<file path="config.mk">
export PLATFORM = sky130hd
export DESIGN_NAME = exe_mdu
export DESIGN_NICKNAME = d
export VERILOG_FILES = /design/src/rtl/mdu_pkg.sv /design/src/rtl/mdu_divider.sv /design/src/rtl/exe_mdu.sv
export SDC_FILE = /design/constraint.sdc
export NUM_CORES = 1
export LEC_CHECK = 0
export ABC_AREA = 1
export ABC_CLOCK_PERIOD_IN_PS = 13400
export CAP_MARGIN = 20
export CORE_MARGIN = 2
export CORE_UTILIZATION = 46
export CTS_CLUSTER_DIAMETER = 80
export DETAILED_ROUTE_END_ITERATION = 10
export MAX_ROUTING_LAYER = met4
export PLACE_DENSITY_LB_ADDON = 0.2
export SLEW_MARGIN = 30
export SYNTH_ARGS = -nofsm -noshare
export SYNTH_HDL_FRONTEND = slang
export SYNTH_SLANG_ARGS = --single-unit
</file>
<file path="constraint.sdc">
create_clock -name clk -period 13.4 [get_ports clk]
set_input_delay 2.01 -clock clk [delete_from_list [all_inputs] [get_ports clk]]
set_output_delay 2.01 -clock clk [all_outputs]
set_load 0.1 [all_outputs]
</file>
<file path="src/rtl/mdu_pkg.sv">
// Shared definitions for the execute-stage multiply/divide unit:
// opcodes, engine states, iteration count and an opcode predicate.
package mdu_pkg;

  typedef enum logic [2:0] {
    OP_MULT  = 3'd0,
    OP_MULTU = 3'd1,
    OP_DIV   = 3'd2,
    OP_DIVU  = 3'd3,
    OP_MFHI  = 3'd4,
    OP_MFLO  = 3'd5,
    OP_MTHI  = 3'd6,
    OP_MTLO  = 3'd7
  } mdu_op_e;

  typedef enum logic [1:0] {
    IDLE = 2'd0,
    RUN  = 2'd1,
    FIX  = 2'd2
  } mdu_state_e;

  localparam int ITER = 32;

  // The four iterative ops occupy the lower half of the opcode space.
  function automatic logic is_muldiv(input logic [2:0] op);
    return (op[2] == 1'b0);
  endfunction

endpackage

</file>
<file path="src/rtl/mdu_divider.sv">
// One restoring-division step: shift the next dividend bit into the partial
// remainder, subtract the divisor when it fits, shift the quotient bit in.
module mdu_divider #(
  parameter int DATA_W = 32
) (
  input  logic [DATA_W-1:0] rem,
  input  logic [DATA_W-1:0] quo,
  input  logic [DATA_W-1:0] divisor,
  output logic [DATA_W-1:0] rem_next,
  output logic [DATA_W-1:0] quo_next
);

  logic [DATA_W:0] partial;
  logic            fits;

  // quo holds the not-yet-consumed dividend bits at the top and the
  // quotient bits built so far at the bottom.
  assign partial  = {rem, quo[DATA_W-1]};
  assign fits     = (partial >= {1'b0, divisor});
  assign rem_next = fits ? DATA_W'(partial - {1'b0, divisor}) : partial[DATA_W-1:0];
  assign quo_next = {quo[DATA_W-2:0], fits};

endmodule

</file>
<file path="src/rtl/exe_mdu.sv">
// Execute-stage multiply/divide unit: 32-step iterative MULT/DIV engine with
// sign fixup, architectural HI/LO and single-cycle MFHI/MFLO/MTHI/MTLO.
module exe_mdu #(
  parameter int DATA_W = 32,
  parameter int CNT_W  = 6
) (
  input  logic              clk,
  input  logic              reset,
  input  logic              start,
  input  logic              flush,
  input  logic [2:0]        op,
  input  logic [DATA_W-1:0] busA,
  input  logic [DATA_W-1:0] busB,
  output logic              stall,
  output logic              busy,
  output logic              done,
  output logic [DATA_W-1:0] rdata,
  output logic [DATA_W-1:0] hi_out,
  output logic [DATA_W-1:0] lo_out
);

  import mdu_pkg::*;

  localparam logic [CNT_W-1:0] LAST = CNT_W'(ITER - 1);

  mdu_state_e          state;
  mdu_op_e             op_e;
  logic [CNT_W-1:0]    cnt;
  logic [2*DATA_W-1:0] acc;      // MULT: {partial product, multiplier}; DIV: {remainder, dividend/quotient}
  logic [DATA_W-1:0]   opnd;     // MULT: multiplicand magnitude; DIV: divisor magnitude
  logic [DATA_W-1:0]   hi, lo;
  logic                is_div, neg_a, neg_b, div_zero;

  logic                signed_op, a_neg_in, b_neg_in, accept;
  logic [DATA_W-1:0]   a_mag, b_mag;
  logic [DATA_W:0]     mul_sum;
  logic [2*DATA_W-1:0] mul_next, prod_fix;
  logic [DATA_W-1:0]   div_rem, div_quo, quo_fix, rem_fix;

  assign op_e      = mdu_op_e'(op);
  assign accept    = start && !flush;
  assign signed_op = (op_e == OP_MULT) || (op_e == OP_DIV);
  assign a_neg_in  = signed_op && busA[DATA_W-1];
  assign b_neg_in  = signed_op && busB[DATA_W-1];
  assign a_mag     = a_neg_in ? -busA : busA;
  assign b_mag     = b_neg_in ? -busB : busB;

  // Shift-add step: add the multiplicand into the upper half when the current
  // multiplier bit is set, then shift the whole accumulator right.
  assign mul_sum  = {1'b0, acc[2*DATA_W-1:DATA_W]} + (acc[0] ? {1'b0, opnd} : '0);
  assign mul_next = {mul_sum, acc[DATA_W-1:1]};

  mdu_divider #(.DATA_W(DATA_W)) u_divider (
    .rem      (acc[2*DATA_W-1:DATA_W]),
    .quo      (acc[DATA_W-1:0]),
    .divisor  (opnd),
    .rem_next (div_rem),
    .quo_next (div_quo)
  );

  // Remainder follows the dividend's sign; this also makes HI = busA on a
  // divide by zero, where the raw remainder equals |busA|.
  assign prod_fix = (neg_a ^ neg_b) ? -acc : acc;
  assign quo_fix  = div_zero ? '1 :
                    ((neg_a ^ neg_b) ? -acc[DATA_W-1:0] : acc[DATA_W-1:0]);
  assign rem_fix  = neg_a ? -acc[2*DATA_W-1:DATA_W] : acc[2*DATA_W-1:DATA_W];

  assign stall  = (state != IDLE) || (accept && is_muldiv(op));
  assign busy   = (state != IDLE);
  assign hi_out = hi;
  assign lo_out = lo;

  // NOTE: every output of an always_comb gets a default first so no path
  // leaves it unassigned and infers a latch.
  always_comb begin
    rdata = '0;
    if (op_e == OP_MFHI)      rdata = hi;
    else if (op_e == OP_MFLO) rdata = lo;
  end

  // NOTE: state uses non-blocking assignments so every register samples
  // pre-edge values regardless of statement order.
  always_ff @(posedge clk or posedge reset) begin
    if (reset) begin
      state    <= IDLE;
      cnt      <= '0;
      acc      <= '0;
      opnd     <= '0;
      hi       <= '0;
      lo       <= '0;
      is_div   <= 1'b0;
      neg_a    <= 1'b0;
      neg_b    <= 1'b0;
      div_zero <= 1'b0;
      done     <= 1'b0;
    end else begin
      done <= 1'b0;
      case (state)
        IDLE: begin
          if (accept) begin
            if (is_muldiv(op)) begin
              is_div   <= op[1];
              neg_a    <= a_neg_in;
              neg_b    <= b_neg_in;
              div_zero <= (busB == '0);
              opnd     <= op[1] ? b_mag : a_mag;
              acc      <= {{DATA_W{1'b0}}, (op[1] ? a_mag : b_mag)};
              cnt      <= '0;
              state    <= RUN;
            end else if (op_e == OP_MTHI) begin
              hi <= busA;
            end else if (op_e == OP_MTLO) begin
              lo <= busA;
            end
          end
        end
        RUN: begin
          if (flush) begin
            cnt   <= '0;
            state <= IDLE;
          end else begin
            acc <= is_div ? {div_rem, div_quo} : mul_next;
            if (cnt == LAST) begin
              cnt   <= '0;
              state <= FIX;
            end else begin
              cnt <= cnt + 1'b1;
            end
          end
        end
        FIX: begin
          if (!flush) begin
            if (is_div) begin
              hi <= rem_fix;
              lo <= quo_fix;
            end else begin
              hi <= prod_fix[2*DATA_W-1:DATA_W];
              lo <= prod_fix[DATA_W-1:0];
            end
            done <= 1'b1;
          end
          state <= IDLE;
        end
        default: state <= IDLE;
      endcase
    end
  end

endmodule

</file>
==> results of run 1 <==
[worst max-delay path by stage]
stage / start / endpoint / slack (ns) / cells after the start
2_1_floorplan: op[1] / rdata[18] / 6.69 / 5
3_3_place_gp: op[1] / rdata[29] / 5.66 / 6
3_5_place_dp: op[1] / rdata[0] / 5.48 / 6
4_1_cts: op[1] / rdata[0] / 5.49 / 6
5_1_grt: op[1] / rdata[0] / 5.63 / 6
6_report: op[1] / rdata[0] / 5.85 / 6
[metrics by stage]
| stage | power, W | hold WS [ns] | std cells |
|---|---|---|---|
| floorplan | 0.00407 | 0.453 | 3246 |
| global placement | 0.00536 | 0.479 | 3848 |
| detailed placement | 0.00541 | 0.491 | 3848 |
| CTS | 0.00594 | 0.510 | 3880 |
| global route | 0.00644 | 0.551 | 3880 |
| finish | 0.00610 | 0.514 | 3880 |
[cells by family (layout without fill, tap and decap cells)]
kind of cell	after synthesis	in the layout
AND/OR/NAND/NOR	1888	1888
buffers and inverters	578	687
AO/OA/AOI/OAI	471	471
flip-flops	173	173
adder cells (fa/ha/maj)	71	71
XOR/XNOR	65	65
[layer usage]
layer | vias up | global-route usage, % | part of all wire [%]
met3 | 179 | 10.8 | 13
met2 | 1429 | 62.1 | 42
met1 | 10770 | 57.1 | 41
met5 | - | - | 0
li1 | 10680 | - | -
met4 | 0 | 15.5 | 3.9
[layout make-up]
type                            instances  area share, %
Inverter                              473           8.39
Sequential cell                       173           20.4
Clock buffer                           20           2.10
Timing Repair Buffer                  182           8.47
Tap cell                              525           3.10
Multi-Input combinational cell       2495           56.8
Clock inverter                         12          0.719
[sequential cells by signal (all words and copies together) (netlist names)]
name	count
state	2
hi_out	32
is_div	1
acc	64
cnt	6
opnd	32
lo_out	32
div_zero	1
done	1
neg_a	1
neg_b	1
[cell usage in the layout (no fill, tap or decap), types with 49 or more instances in the layout]
cell type / n
nand2_1: 957
inv_1: 453
clkdlybuf4s50_1: 169
dfrtp_1: 173
nand3_1: 353
o21ai_0: 157
a21oi_1: 159
nor2_1: 448
xor2_1: 49
ha_1: 69
[report_power, final]
| part | switching [W] | internal (W) | total [W] |
|---|---|---|---|
| logic | 0.00327 | 0.00118 | 0.00445 |
| clock network | 0.000248 | 0.000286 | 0.000534 |
| registers | 0.000364 | 0.000751 | 0.00111 |
| total | 0.00388 | 0.00221 | 0.00610 |
[critical path, stage by stage]
cell,delay [ns]
clkdlybuf4s50_1,0.39
buf_4,0.27
inv_2,0.58
nand3_2,0.65
o21ai_0,0.40
clkdlybuf4s50_1,1.19
==> impl_metrics.ini, run 1 <==
[status]
status = finished, final reports clean

[sta]
final_max_slew_viol_count = 0
tightest_slew_ns = 1.01
post-route-period-util_pct = 56.4
fmaxAchievable_ghz = 0.132
setup_tns_ns = 0
setup_viol = 0
worst_slack_ns = 5.85
timing.final.hold_violations = 0
finalClockSkew_ns = 0.0124
rsz0062_at_grt = false
post-route-min-period_ns = 7.55
maxSlewHeadroom_pct = 32.3

[clock_tree]
clk_pin_slew_worst_paths_ns = 0.08
clk_latency_ns = 0.46
cts.sinks = 173
cts-root-buf = clkbuf_16
cts_buffer_depth = 2
hold_buffers = 0
post_cts_buffers = 0
numCtsBuffers = 17
cts_tree = built
cts_resized = 0
cts.htree.levels = 4

[cells_and_area]
fillCellCount = 4190
multiInputGateArea_mm2 = 0.0121
finish.utilization_pct = 53.3
areaGrowthSynthToFinish_pct = 14.0
antenna_cells = 0
drive_gt1_share_pct = 2.47
fin_area_mm2 = 0.0212
finalNetCount = 3484
regArea_mm2 = 0.00433

[grt]
grt.total_usage_pct = 42.7
antenna_found_initial = 0
grt_max_degree = 84
grt.overflow.total = 0
grt_pass1_wl_mm = 130
grt_pass1_vias = 20943

[placement]
dp_hpwl_mm = 72.3
dp_slack_ns = 5.48
placed_area_mm2 = 0.0206
gp_congestion = 1.08
io_buffers = 169

[floorplan]
row_count = 73
die_h_um = 205
die_width_um = 205
initial_core_util_pct = 46.7
die-area_mm2 = 0.0421
coreArea_mm2 = 0.0398
num_io_pins = 170

[logic_synthesis]
synth_top_family_by_area = simple AND/OR/NAND/NOR gates
synth-simple-area-share_pct = 42.3
synth_top_area_share_pct = 23.3
synth_xor_area_share_pct = 3.06
yosys.area_share.adder_pct = 4.85
synth_most_common_cell = nand2_1
ys_top_cells_by_count = 957 x nand2_1, 456 x inv_1, 448 x nor2_1, 355 x nand3_1, 173 x dfrtp_1
synth_compound_area_share_pct = 14.5
yosys_most_used_dff = dfrtp_1
async_flop_share_pct = 100
synth_mux_area_share_pct = 0
syn_inst = 3246
synth_top_cell_by_area = dfrtp_1
synth_warnings = 0
ys_ff_latch = 173
syn_area_mm2 = 0.0186
yosysUniqueCellTypes = 49
synth_edf_count = 0
syn_area_per_cell_um2 = 5.74
synth_area_leaders = dfrtp_1 23%, nand2_1 19%, nand3_1 9.5%
synth_fp_nets = 3388
synth_seq_area_share_pct = 23.3

[power_and_ir_drop]
power.leakage_nw = 10.8
power.density_mw_per_mm2 = 287
ir_drop_v = 0.000179

[min_path]
min_to = div_zero
holdCritStartpoint = div_zero
hold_depth = 2
hold_path.class = flop to flop

[setup_path]
cp-end-kind = primary output
crit_fanout = 44
r2r_cells = 13
crit_path_start_kind = primary input
arrival_ns = 5.54
r2r_end = opnd[31]
cp.required_ns = 11.39
r2r-start = state[1]
critPathKind = primary input to primary output
rrSetupSlack_ns = 9.33

[detailed_routing]
wl_per_cell_um = 22.9
vias = 23058
viasPerCell = 5.94
drt_iter0_drc = 3215
drc = 0
dr.pass1.iters = 7
ant_nets = 0
routed_wl_mm = 89.0

[job]
drv_cap = 0
Power figures use the tool's default switching activity.
==> inputs of run 2 (changes only) <==
ABC_CLOCK_PERIOD_IN_PS = 6160   (was 13400)
clock period = 6.16 ns   (was 13.4 ns; I/O delays follow)
==> impl_metrics.ini, run 2 (synthesis gave the netlist of run 1 again) <==
[clock_tree]
cts.sinks = 173
clk_pin_slew_worst_paths_ns = 0.08
numCtsBuffers = 17
clk_latency_ns = 0.46
cts_resized = 0
hold_buffers = 0
cts-root-buf = clkbuf_16
cts_tree = built
cts.htree.levels = 4
post_cts_buffers = 0
cts_buffer_depth = 2

[floorplan]
die-area_mm2 = 0.0421
num_io_pins = 170
die_width_um = 205
initial_core_util_pct = 46.7
die_h_um = 205
row_count = 73
coreArea_mm2 = 0.0398

[placement]
io_buffers = 169
gp_congestion = 1.19
dp_slack_ns = 2.04
dp_hpwl_mm = 74.0
dpl.cell_count = 3856

[sta]
tightest_slew_ns = 1.00
post-route-period-util_pct = 64.2
timing.final.hold_violations = 0
maxSlewHeadroom_pct = 33.0
holdWs_ns = 0.526
fmaxAchievable_ghz = 0.253
setup_tns_ns = 0
worst_slack_ns = 2.21
setup_viol = 0
final_max_slew_viol_count = 0
finalClockSkew_ns = 0.0225
rsz0062_at_grt = false
post-route-min-period_ns = 3.95

[power_and_ir_drop]
power.leakage_nw = 11.0
power.total_w = 0.0135
ir_drop_v = 0.000297
power.density_mw_per_mm2 = 622

[detailed_routing]
top_layer = met4
ant_nets = 0
viasPerCell = 6.00
wl_met3_mm = 12.4
vias = 23344
dr.pass1.iters = 8
drt_iter0_drc = 3576
dr_wl_met2_mm = 37.0
wl_per_cell_um = 23.3
drc = 0
wl_met1_mm = 36.8
routed_wl_mm = 90.6

[setup_path]
crit_fanout = 7
worst-path-stages = 5
crit_path_start_kind = primary input
r2r_end = acc[53]
slowest_delay_ns = 1.12
r2r_cells = 12
cp.required_ns = 5.24
cp_cell_sequence = clkdlybuf4s50_1 -> nand2_1 -> nand2_1 -> inv_1 -> clkdlybuf4s50_1
r2r-start = acc[39]
endpoint = stall
critPathKind = primary input to primary output
critPathTopFamily = buffers and inverters
rrSetupSlack_ns = 2.35
crit_slowest_cell = clkdlybuf4s50_1
arrival_ns = 3.03
path_buf_inv = 3
cp-end-kind = primary output
worstSetupStartpoint = op[2]

[cells_and_area]
final_common_cell = nand2_1
mostFrequentLayoutCells = 957 x nand2_1, 454 x inv_1, 448 x nor2_1
final_cells = 3891
areaGrowthSynthToFinish_pct = 16.2
largest_reg_flops = 64
finalNetCount = 3492
top_register = acc
drive_gt1_share_pct = 3.66

[job]
drv_cap = 0

[grt]
antenna_found_initial = 2
grt_pass1_wl_mm = 132
grt_max_degree = 76
grt_pass1_vias = 21098
grt.total_usage_pct = 43.5
grt.overflow.total = 0

[status]
status = finished, final reports clean

[min_path]
hold_path.class = flop to flop
[run 2: cell count changes in the layout (fill, tap and decap cells not counted), moves of 3 or more]
cell             change
buf_12              +32
buf_4               +10
clkdlybuf4s50_1     -32
diode_2              +3
clkinv_8             +6
[run 2: report_power, final]
part | internal [W] | total (W) | switching (W)
Combinational | 0.00264 | 0.00979 | 0.00715
Sequential | 0.00163 | 0.00249 | 0.000856
Clock | 0.000589 | 0.00118 | 0.000590
Total | 0.00486 | 0.0135 | 0.00859
[run 2: cell type report]
type | count | area, µm²
clock inverter | 15 | 204
inverter | 473 | 1780
tap | 525 | 657
sequential | 173 | 4330
fill | 4162 | 18200
timing repair buffer | 190 | 2170
clock buffer | 17 | 425
multi-input combinational | 2495 | 12100
antenna | 3 | 7.51
[run 2: how the worst min path moves through the flow]
stage	from	endpoint	depth (start not counted)
5_1_grt	div_zero	div_zero	2
4_1_cts	lo_out[1]	lo_out[1]	2
3_3_place_gp	div_zero	div_zero	2
2_1_floorplan	div_zero	div_zero	2
3_5_place_dp	lo_out[1]	lo_out[1]	2
6_report	lo_out[1]	lo_out[1]	2
[run 2: metal layers]
| layer | global-route usage, % | up-vias |
|---|---|---|
| met5 | - | - |
| met4 | 18.0 | 0 |
| met3 | 11.5 | 222 |
| met2 | 60.8 | 1633 |
| met1 | 59.1 | 10820 |
| li1 | - | 10669 |
[run 2: stage by stage]
stage / utilization [%] / area [µm²]
final: 54.3 / 21600
after global routing: 54.3 / 21600
after CTS: 54.3 / 21600
after detailed placement: 52.7 / 21000
after global placement: 52.7 / 21000
after floorplan: - / 18600
[run 2: worst register-to-register path, delay by kind of cell (launching register included)]
family                     cells  cell delay (ns)
and+or+nand+nor               10             1.87
AOI/OAI and AO/OA              1             0.70
adders and majority gates      1             0.50
DFF                            1             0.63
